--- src/rtl/hazard_control_unit_if.sv ---
// Hazard control bundle between the pipeline datapath and the hazard control unit.
// The datapath (master) supplies register specifiers and stage status and
// receives the stall/flush controls, the timeout flag and the performance counters.
interface hazard_control_unit_if #(
    parameter int CNT_W = 32
);
    logic [4:0]       Rs1D;
    logic [4:0]       Rs2D;
    logic [4:0]       RdE;
    logic             RegWriteE;
    logic             LoadE;
    logic             PCSrcE;
    logic             MemReqM;
    logic             MemReadyM;
    logic             CntClr;
    logic             StallF;
    logic             StallD;
    logic             StallE;
    logic             StallM;
    logic             FlushD;
    logic             FlushE;
    logic             FlushW;
    logic             MemTimeout;
    logic [CNT_W-1:0] StallCount;
    logic [CNT_W-1:0] FlushCount;

    modport master (
        output Rs1D, Rs2D, RdE, RegWriteE, LoadE, PCSrcE, MemReqM, MemReadyM, CntClr,
        input  StallF, StallD, StallE, StallM, FlushD, FlushE, FlushW,
        input  MemTimeout, StallCount, FlushCount
    );

    modport slave (
        input  Rs1D, Rs2D, RdE, RegWriteE, LoadE, PCSrcE, MemReqM, MemReadyM, CntClr,
        output StallF, StallD, StallE, StallM, FlushD, FlushE, FlushW,
        output MemTimeout, StallCount, FlushCount
    );
endinterface

--- src/rtl/hazard_control_unit.sv ---
// Stall/flush controller for the five-stage RV32I pipeline.
// Resolves load-use bubbles, wrong-path squashes after taken branches/jumps and
// data-memory waits, and tracks long memory waits and hazard statistics.
module hazard_control_unit #(
    parameter int MEM_TIMEOUT = 16,
    parameter int CNT_W       = 32
) (
    input  logic                 clk,
    input  logic                 rst,
    hazard_control_unit_if.slave hif
);
    localparam int                WAIT_W   = $clog2(MEM_TIMEOUT + 1);
    localparam logic [WAIT_W-1:0] WAIT_MAX = WAIT_W'(MEM_TIMEOUT);

    typedef enum logic {
        ST_RUN,
        ST_WAIT
    } wait_state_t;

    wait_state_t       state_q;
    wait_state_t       state_d;
    logic [WAIT_W-1:0] wait_cnt_q;
    logic [WAIT_W-1:0] wait_cnt_d;
    logic              timeout_q;
    logic              timeout_d;
    logic [CNT_W-1:0]  stall_cnt_q;
    logic [CNT_W-1:0]  flush_cnt_q;

    logic mem_wait;
    logic load_use;
    logic branch_flush;
    logic stall_f;
    logic stall_d;
    logic stall_e;
    logic stall_m;
    logic flush_d;
    logic flush_e;
    logic flush_w;

    assign mem_wait     = hif.MemReqM & ~hif.MemReadyM;
    assign load_use     = hif.LoadE & hif.RegWriteE & (hif.RdE != 5'd0) &
                          ((hif.RdE == hif.Rs1D) | (hif.RdE == hif.Rs2D));
    assign branch_flush = hif.PCSrcE & ~mem_wait;

    // Prioritised stall/flush decode: memory wait freezes everything, then branch squash, then load-use bubble.
    always_comb begin
        stall_f = 1'b0;
        stall_d = 1'b0;
        stall_e = 1'b0;
        stall_m = 1'b0;
        flush_d = 1'b0;
        flush_e = 1'b0;
        flush_w = 1'b0;
        if (rst) begin
            if (mem_wait) begin
                stall_f = 1'b1;
                stall_d = 1'b1;
                stall_e = 1'b1;
                stall_m = 1'b1;
                flush_w = 1'b1;
            end else if (hif.PCSrcE) begin
                flush_d = 1'b1;
                flush_e = 1'b1;
            end else if (load_use) begin
                stall_f = 1'b1;
                stall_d = 1'b1;
                flush_e = 1'b1;
            end
        end
    end

    assign hif.StallF     = stall_f;
    assign hif.StallD     = stall_d;
    assign hif.StallE     = stall_e;
    assign hif.StallM     = stall_m;
    assign hif.FlushD     = flush_d;
    assign hif.FlushE     = flush_e;
    assign hif.FlushW     = flush_w;
    assign hif.MemTimeout = timeout_q;
    assign hif.StallCount = stall_cnt_q;
    assign hif.FlushCount = flush_cnt_q;

    // Memory-wait tracking: count consecutive wait cycles and latch the timeout once the limit is exceeded.
    always_comb begin
        state_d    = state_q;
        wait_cnt_d = wait_cnt_q;
        timeout_d  = timeout_q;
        case (state_q)
            ST_RUN: begin
                if (mem_wait) begin
                    state_d    = ST_WAIT;
                    wait_cnt_d = WAIT_W'(1);
                end
            end
            ST_WAIT: begin
                if (mem_wait) begin
                    if (wait_cnt_q == WAIT_MAX) begin
                        timeout_d = 1'b1;
                    end else begin
                        wait_cnt_d = wait_cnt_q + WAIT_W'(1);
                    end
                end else begin
                    state_d    = ST_RUN;
                    wait_cnt_d = '0;
                end
            end
            default: begin
                state_d    = ST_RUN;
                wait_cnt_d = '0;
            end
        endcase
    end

    // Wait FSM state register; reset drops any wait in progress immediately.
    always_ff @(posedge clk or negedge rst) begin
        if (!rst) begin
            state_q    <= ST_RUN;
            wait_cnt_q <= '0;
            timeout_q  <= 1'b0;
        end else begin
            state_q    <= state_d;
            wait_cnt_q <= wait_cnt_d;
            timeout_q  <= timeout_d;
        end
    end

    // Saturating hazard counters; a clear request wins over counting in the same cycle.
    always_ff @(posedge clk or negedge rst) begin
        if (!rst) begin
            stall_cnt_q <= '0;
            flush_cnt_q <= '0;
        end else if (hif.CntClr) begin
            stall_cnt_q <= '0;
            flush_cnt_q <= '0;
        end else begin
            if (stall_f && !(&stall_cnt_q)) begin
                stall_cnt_q <= stall_cnt_q + CNT_W'(1);
            end
            if (branch_flush && !(&flush_cnt_q)) begin
                flush_cnt_q <= flush_cnt_q + CNT_W'(1);
            end
        end
    end
endmodule

--- src/flat_wrapper.sv ---
// flat-port wrapper written by rule: the top's interface ports become plain ports
module hazard_control_unit_flat 
#(
    parameter int MEM_TIMEOUT = 16,
    parameter int CNT_W       = 32
)
  (clk, rst, hif_Rs1D, hif_Rs2D, hif_RdE, hif_RegWriteE, hif_LoadE, hif_PCSrcE, hif_MemReqM, hif_MemReadyM, hif_CntClr, hif_StallF, hif_StallD, hif_StallE, hif_StallM, hif_FlushD, hif_FlushE, hif_FlushW, hif_MemTimeout, hif_StallCount, hif_FlushCount);
  hazard_control_unit_if #(.CNT_W(CNT_W)) hif_i ();
  input  logic clk;
  input  logic rst;
  input wire logic [$bits(hif_i.Rs1D)-1:0] hif_Rs1D;
  input wire logic [$bits(hif_i.Rs2D)-1:0] hif_Rs2D;
  input wire logic [$bits(hif_i.RdE)-1:0] hif_RdE;
  input wire logic [$bits(hif_i.RegWriteE)-1:0] hif_RegWriteE;
  input wire logic [$bits(hif_i.LoadE)-1:0] hif_LoadE;
  input wire logic [$bits(hif_i.PCSrcE)-1:0] hif_PCSrcE;
  input wire logic [$bits(hif_i.MemReqM)-1:0] hif_MemReqM;
  input wire logic [$bits(hif_i.MemReadyM)-1:0] hif_MemReadyM;
  input wire logic [$bits(hif_i.CntClr)-1:0] hif_CntClr;
  output wire logic [$bits(hif_i.StallF)-1:0] hif_StallF;
  output wire logic [$bits(hif_i.StallD)-1:0] hif_StallD;
  output wire logic [$bits(hif_i.StallE)-1:0] hif_StallE;
  output wire logic [$bits(hif_i.StallM)-1:0] hif_StallM;
  output wire logic [$bits(hif_i.FlushD)-1:0] hif_FlushD;
  output wire logic [$bits(hif_i.FlushE)-1:0] hif_FlushE;
  output wire logic [$bits(hif_i.FlushW)-1:0] hif_FlushW;
  output wire logic [$bits(hif_i.MemTimeout)-1:0] hif_MemTimeout;
  output wire logic [$bits(hif_i.StallCount)-1:0] hif_StallCount;
  output wire logic [$bits(hif_i.FlushCount)-1:0] hif_FlushCount;
  assign hif_i.Rs1D = hif_Rs1D;
  assign hif_i.Rs2D = hif_Rs2D;
  assign hif_i.RdE = hif_RdE;
  assign hif_i.RegWriteE = hif_RegWriteE;
  assign hif_i.LoadE = hif_LoadE;
  assign hif_i.PCSrcE = hif_PCSrcE;
  assign hif_i.MemReqM = hif_MemReqM;
  assign hif_i.MemReadyM = hif_MemReadyM;
  assign hif_i.CntClr = hif_CntClr;
  assign hif_StallF = hif_i.StallF;
  assign hif_StallD = hif_i.StallD;
  assign hif_StallE = hif_i.StallE;
  assign hif_StallM = hif_i.StallM;
  assign hif_FlushD = hif_i.FlushD;
  assign hif_FlushE = hif_i.FlushE;
  assign hif_FlushW = hif_i.FlushW;
  assign hif_MemTimeout = hif_i.MemTimeout;
  assign hif_StallCount = hif_i.StallCount;
  assign hif_FlushCount = hif_i.FlushCount;
  hazard_control_unit #(.MEM_TIMEOUT(MEM_TIMEOUT), .CNT_W(CNT_W)) u_core (.clk(clk), .rst(rst), .hif(hif_i));
endmodule
--- config.mk ---
export PLATFORM = sky130hd
export DESIGN_NAME = hazard_control_unit_flat
export DESIGN_NICKNAME = d
export VERILOG_FILES = /design/src/rtl/hazard_control_unit_if.sv /design/src/rtl/hazard_control_unit.sv /design/src/flat_wrapper.sv
export SDC_FILE = /design/constraint.sdc
export NUM_CORES = 1
export LEC_CHECK = 0
export BUFFER_PORTS_ARGS = -buffer_cell sky130_fd_sc_hd__buf_2
export CORE_AREA = 2 2 132 70
export DETAILED_ROUTE_END_ITERATION = 10
export DIE_AREA = 0 0 134 72
export PLACE_DENSITY = 0.75
export SLEW_MARGIN = 15
export SYNTH_ARGS = -nofsm -noshare
export SYNTH_HDL_FRONTEND = slang
export SYNTH_SLANG_ARGS = --single-unit
--- constraint.sdc ---
create_clock -name clk -period 2.2 [get_ports clk]
set_clock_uncertainty 0.15 [all_clocks]
set_input_delay 0.11 -clock clk [delete_from_list [all_inputs] [get_ports clk]]
set_output_delay 0.11 -clock clk [all_outputs]
set_load 0.01 [all_outputs]
==> impl_metrics.csv <==
group,metric,value,unit
synthesis,synth.distinct_cells,49,
cts,cts_buffer_depth,2,
detailed_routing,drt_first_iter_violations,317,
synthesis,synth_nets,469,
power_and_ir_drop,peakVddDrop,0.334,mV
synthesis,synth_largest_area_cell,"dfrtp_1",
floorplanning,core,8440,um2
critical_path,worstSetupEndpointType,"register",
sta,rsz0062_at_grt,"yes",
critical_path,r2r-end,"u_core.hif.StallCount[26]",
critical_path,r2r_start,"u_core.hif.StallCount[6]",
cts,numCtsBuffers,9,
cts,cts_tree,"yes",
cts,clk_pin_slew,0.05,ns
sta,hold_viol,0,
layout,fill_cells,689,
floorplanning,fp-row-count,24,
placement,dpl.hpwl,8.60,mm
critical_path,worstRegToRegCells,8,
synthesis,synth-xor-area-share,0.0890,
cts,cts_sinks,71,
global_route,grt_pass1_vias,3853,
critical_path,arrival,2.29,ns
placement,place_ws,-0.0645,ns
sta,worstMarginPinSlew,0.493,ns
sta,setup_ws,0.0172,ns
flow_run,cap_violations,0,
floorplanning,initial_core_util,0.478,
synthesis,ys_ff_latch,71,
layout,drive_gt1_frac,0.348,
global_route,antenna_found_initial,0,
synthesis,ys_seq_area_frac,0.440,
critical_path,r2r_setup_slack,0.02,ns
global_route,grt_pass1_wl,18.8,mm
detailed_routing,firstDrtPassIters,5,
critical_path,path_cells,"nand4_4 > buf_4 > nor4_4 > and3_4 > buf_6 > nand3b_1 > or3_1 > a21oi_2",
synthesis,synth_common_cells,"dfrtp_1 (71), nor2_1 (50), nand3_1 (35), nand2_1 (30), a21oi_1 (28)",
synthesis,synthSimpleGateAreaFrac,0.300,
placement,portBuffers,94,
critical_path,slowest_stage,"dfrtp_2",
floorplanning,die_x,134,um
layout,multi_input_area,2270,um2
cts,root_buffer,"clkbuf_16",
synthesis,yosys.area_share.adder,0.0124,
worst_hold_path,worstHoldPathType,"in -> reg",
synthesis,synthTopCellsByArea,"dfrtp_1 (44%), xor2_1 (5.2%), nor2_1 (4.7%), nand3_1 (4.3%), xnor2_1 (3.7%)",
sta,final_max_slew_viol_count,0,
critical_path,path_delay_family,"simple AND/OR/NAND/NOR gates",
worst_hold_path,hp-start,"hif_MemReadyM",
critical_path,critical-path-max-stage-delay,0.40,ns
detailed_routing,drt-vias-per-instance,5.65,
synthesis,synth_top_family_by_area,"simple AND/OR/NAND/NOR gates",
synthesis,synth_compound_area_frac,0.105,
detailed_routing,drc,0,
layout,area_growth,35.9,%
critical_path,start_kind,"register",
synthesis,yosysMostFrequentCell,"dfrtp_1",
critical_path,worst-path-max-fanout,4,
detailed_routing,wire_per_inst,16.9,um
floorplanning,dieArea,9650,um2
synthesis,ys.flop_type,"dfrtp_1",
layout,fin_util,0.650,
global_route,gr-total-overflow,0,
sta,slew_headroom,0.667,
power_and_ir_drop,power_leakage,2.58,nW
power_and_ir_drop,power.density,518,nW/um2
floorplanning,pin_count,95,
synthesis,muxShareOfSynthArea,0.0164,
detailed_routing,drt_wl_total,12.1,mm
sta,setup_viol,0,
detailed_routing,drtAntennaViolNets,0,
sta,finalCritPeriodShare,0.992,
worst_hold_path,hold_end,"u_core.state_q",
outcome,outcome,"finished, final reports clean",
layout,seqCellArea,1780,um2
critical_path,critical_path_class,"reg -> reg",
synthesis,synth_edf_count,0,
critical_path,critPathRequiredTime,2.30,ns
layout,nNetsFinal,623,
worst_hold_path,hold_depth,4,
global_route,track_usage,0.248,
synthesis,synthArstFlopShare,1.00,
global_route,grt_max_degree,38,
cts,insertion_delay,0.33,ns
detailed_routing,vias,4049,
synthesis,synthesis.area,4030,um2
layout,diodes,0,
critical_path,crit_buf_inv,2,
sta,min_period,2.18,ns
synthesis,synth_warnings,0,
synthesis,synth_top_area_frac,0.440,
synthesis,synthCells,442,
sta,fmax,0.458,GHz
placement,place.gp.congestion,0.886,
synthesis,synth_area_per_cell,9.13,um2
cts,cts_max_level,3,
floorplanning,die_h,72,um
==> metrics by stage <==
stage               TNS [ns]  hold WS [ns]  power (mW)  instance area [um2]  cells
floorplan                  0        -0.336        1.44                 4040    442
global placement           0        0.0954        1.53                 4960    688
detailed placement    -0.327        0.0963        1.54                 4960    688
CTS                        0        0.0428        2.85                 5260    705
global route          -0.552        0.0892        2.94                 5480    717
finish                     0        0.0473        2.84                 5480    717
==> cells in the final DEF, fill, tap and decap left out, types with 11 or more instances in the layout <==
| cell | netlist | final |
|---|---|---|
| dfrtp_1 | 71 | 69 |
| a21oi_1 | 28 | 25 |
| nand4_1 | 18 | 18 |
| o31ai_1 | 11 | 11 |
| nand3_1 | 35 | 31 |
| buf_4 | 5 | 64 |
| xor2_1 | 24 | 24 |
| nand2_1 | 30 | 27 |
| buf_2 | 1 | 94 |
| or3_1 | 17 | 15 |
| o21ai_0 | 21 | 21 |
| and3_1 | 12 | 11 |
| nor2_1 | 50 | 49 |
| xnor2_1 | 17 | 17 |
==> power by group <==
part / internal, mW / switching [mW]
logic: 0.0763 / 0.130
registers: 1.32 / 0.0107
clock network: 0.787 / 0.521
==> how the worst max path moves through the flow <==
| stage | startpoint | endpoint | depth (start not counted) |
|---|---|---|---|
| after floorplan | u_core.hif.StallCount[9] | u_core.hif.StallCount[28] | 7 |
| after global placement | u_core.hif.StallCount[6] | u_core.hif.StallCount[25] | 6 |
| after detailed placement | u_core.hif.StallCount[6] | u_core.hif.StallCount[27] | 6 |
| after CTS | u_core.hif.StallCount[5] | u_core.hif.StallCount[27] | 6 |
| after global routing | u_core.hif.StallCount[5] | u_core.hif.StallCount[27] | 6 |
| final | u_core.hif.StallCount[6] | u_core.hif.StallCount[26] | 8 |
==> worst register-to-register path, delay by kind of cell (launching register included) <==
| family | cells | cell delay, ns |
|---|---|---|
| AO/OA/AOI/OAI | 1 | 0.15 |
| AND/OR/NAND/NOR | 5 | 1.13 |
| flip-flops | 1 | 0.40 |
| buffers and inverters | 2 | 0.29 |
==> kinds of logic (layout without fill, tap and decap cells) <==
kind of cell / Yosys count / count (layout)
XOR/XNOR: 41 / 41
adder cells (fa/ha/maj): 4 / 4
AO/OA/AOI/OAI: 71 / 71
multiplexers: 6 / 6
AND/OR/NAND/NOR: 219 / 220
flip-flops: 71 / 71
buffers and inverters: 30 / 187
==> state kept, by name, summed over array words and instances (netlist names) <==
name	count
u_core.hif.FlushCount	32
u_core.hif.StallCount	32
u_core.wait_cnt_q	5
u_core.hif.MemTimeout	1
u_core.state_q	1
==> metal layers <==
layer  global-route usage  part of all wire  vias up
met5                    0                 0        -
met4               0.0697             0.014        0
met3               0.0769             0.076       21
met2                0.364              0.44      161
met1                0.355              0.47     1953
li1                     -                 -     1914
==> layout make-up <==
class                           instances  share of cell area
Clock inverter                          1            0.000913
Sequential cell                        71               0.324
Clock buffer                           14              0.0463
Timing Repair Buffer                  162               0.181
Inverter                               10             0.00684
Tap cell                              117              0.0267
Multi-Input combinational cell        342               0.414
==> timing repair <==
| item | CTS | global route |
|---|---|---|
| hold buffers | 2 | 0 |
| pin swaps | 0 | 13 |
| gates cloned | 0 | 1 |
| hold endpoints to repair | 72 | 0 |
| gates resized for setup | 3 | 28 |
| setup buffers | 0 | 11 |
| setup endpoints to repair | 10 | 54 |
Note: power is estimated with default switching activity, not from simulation.
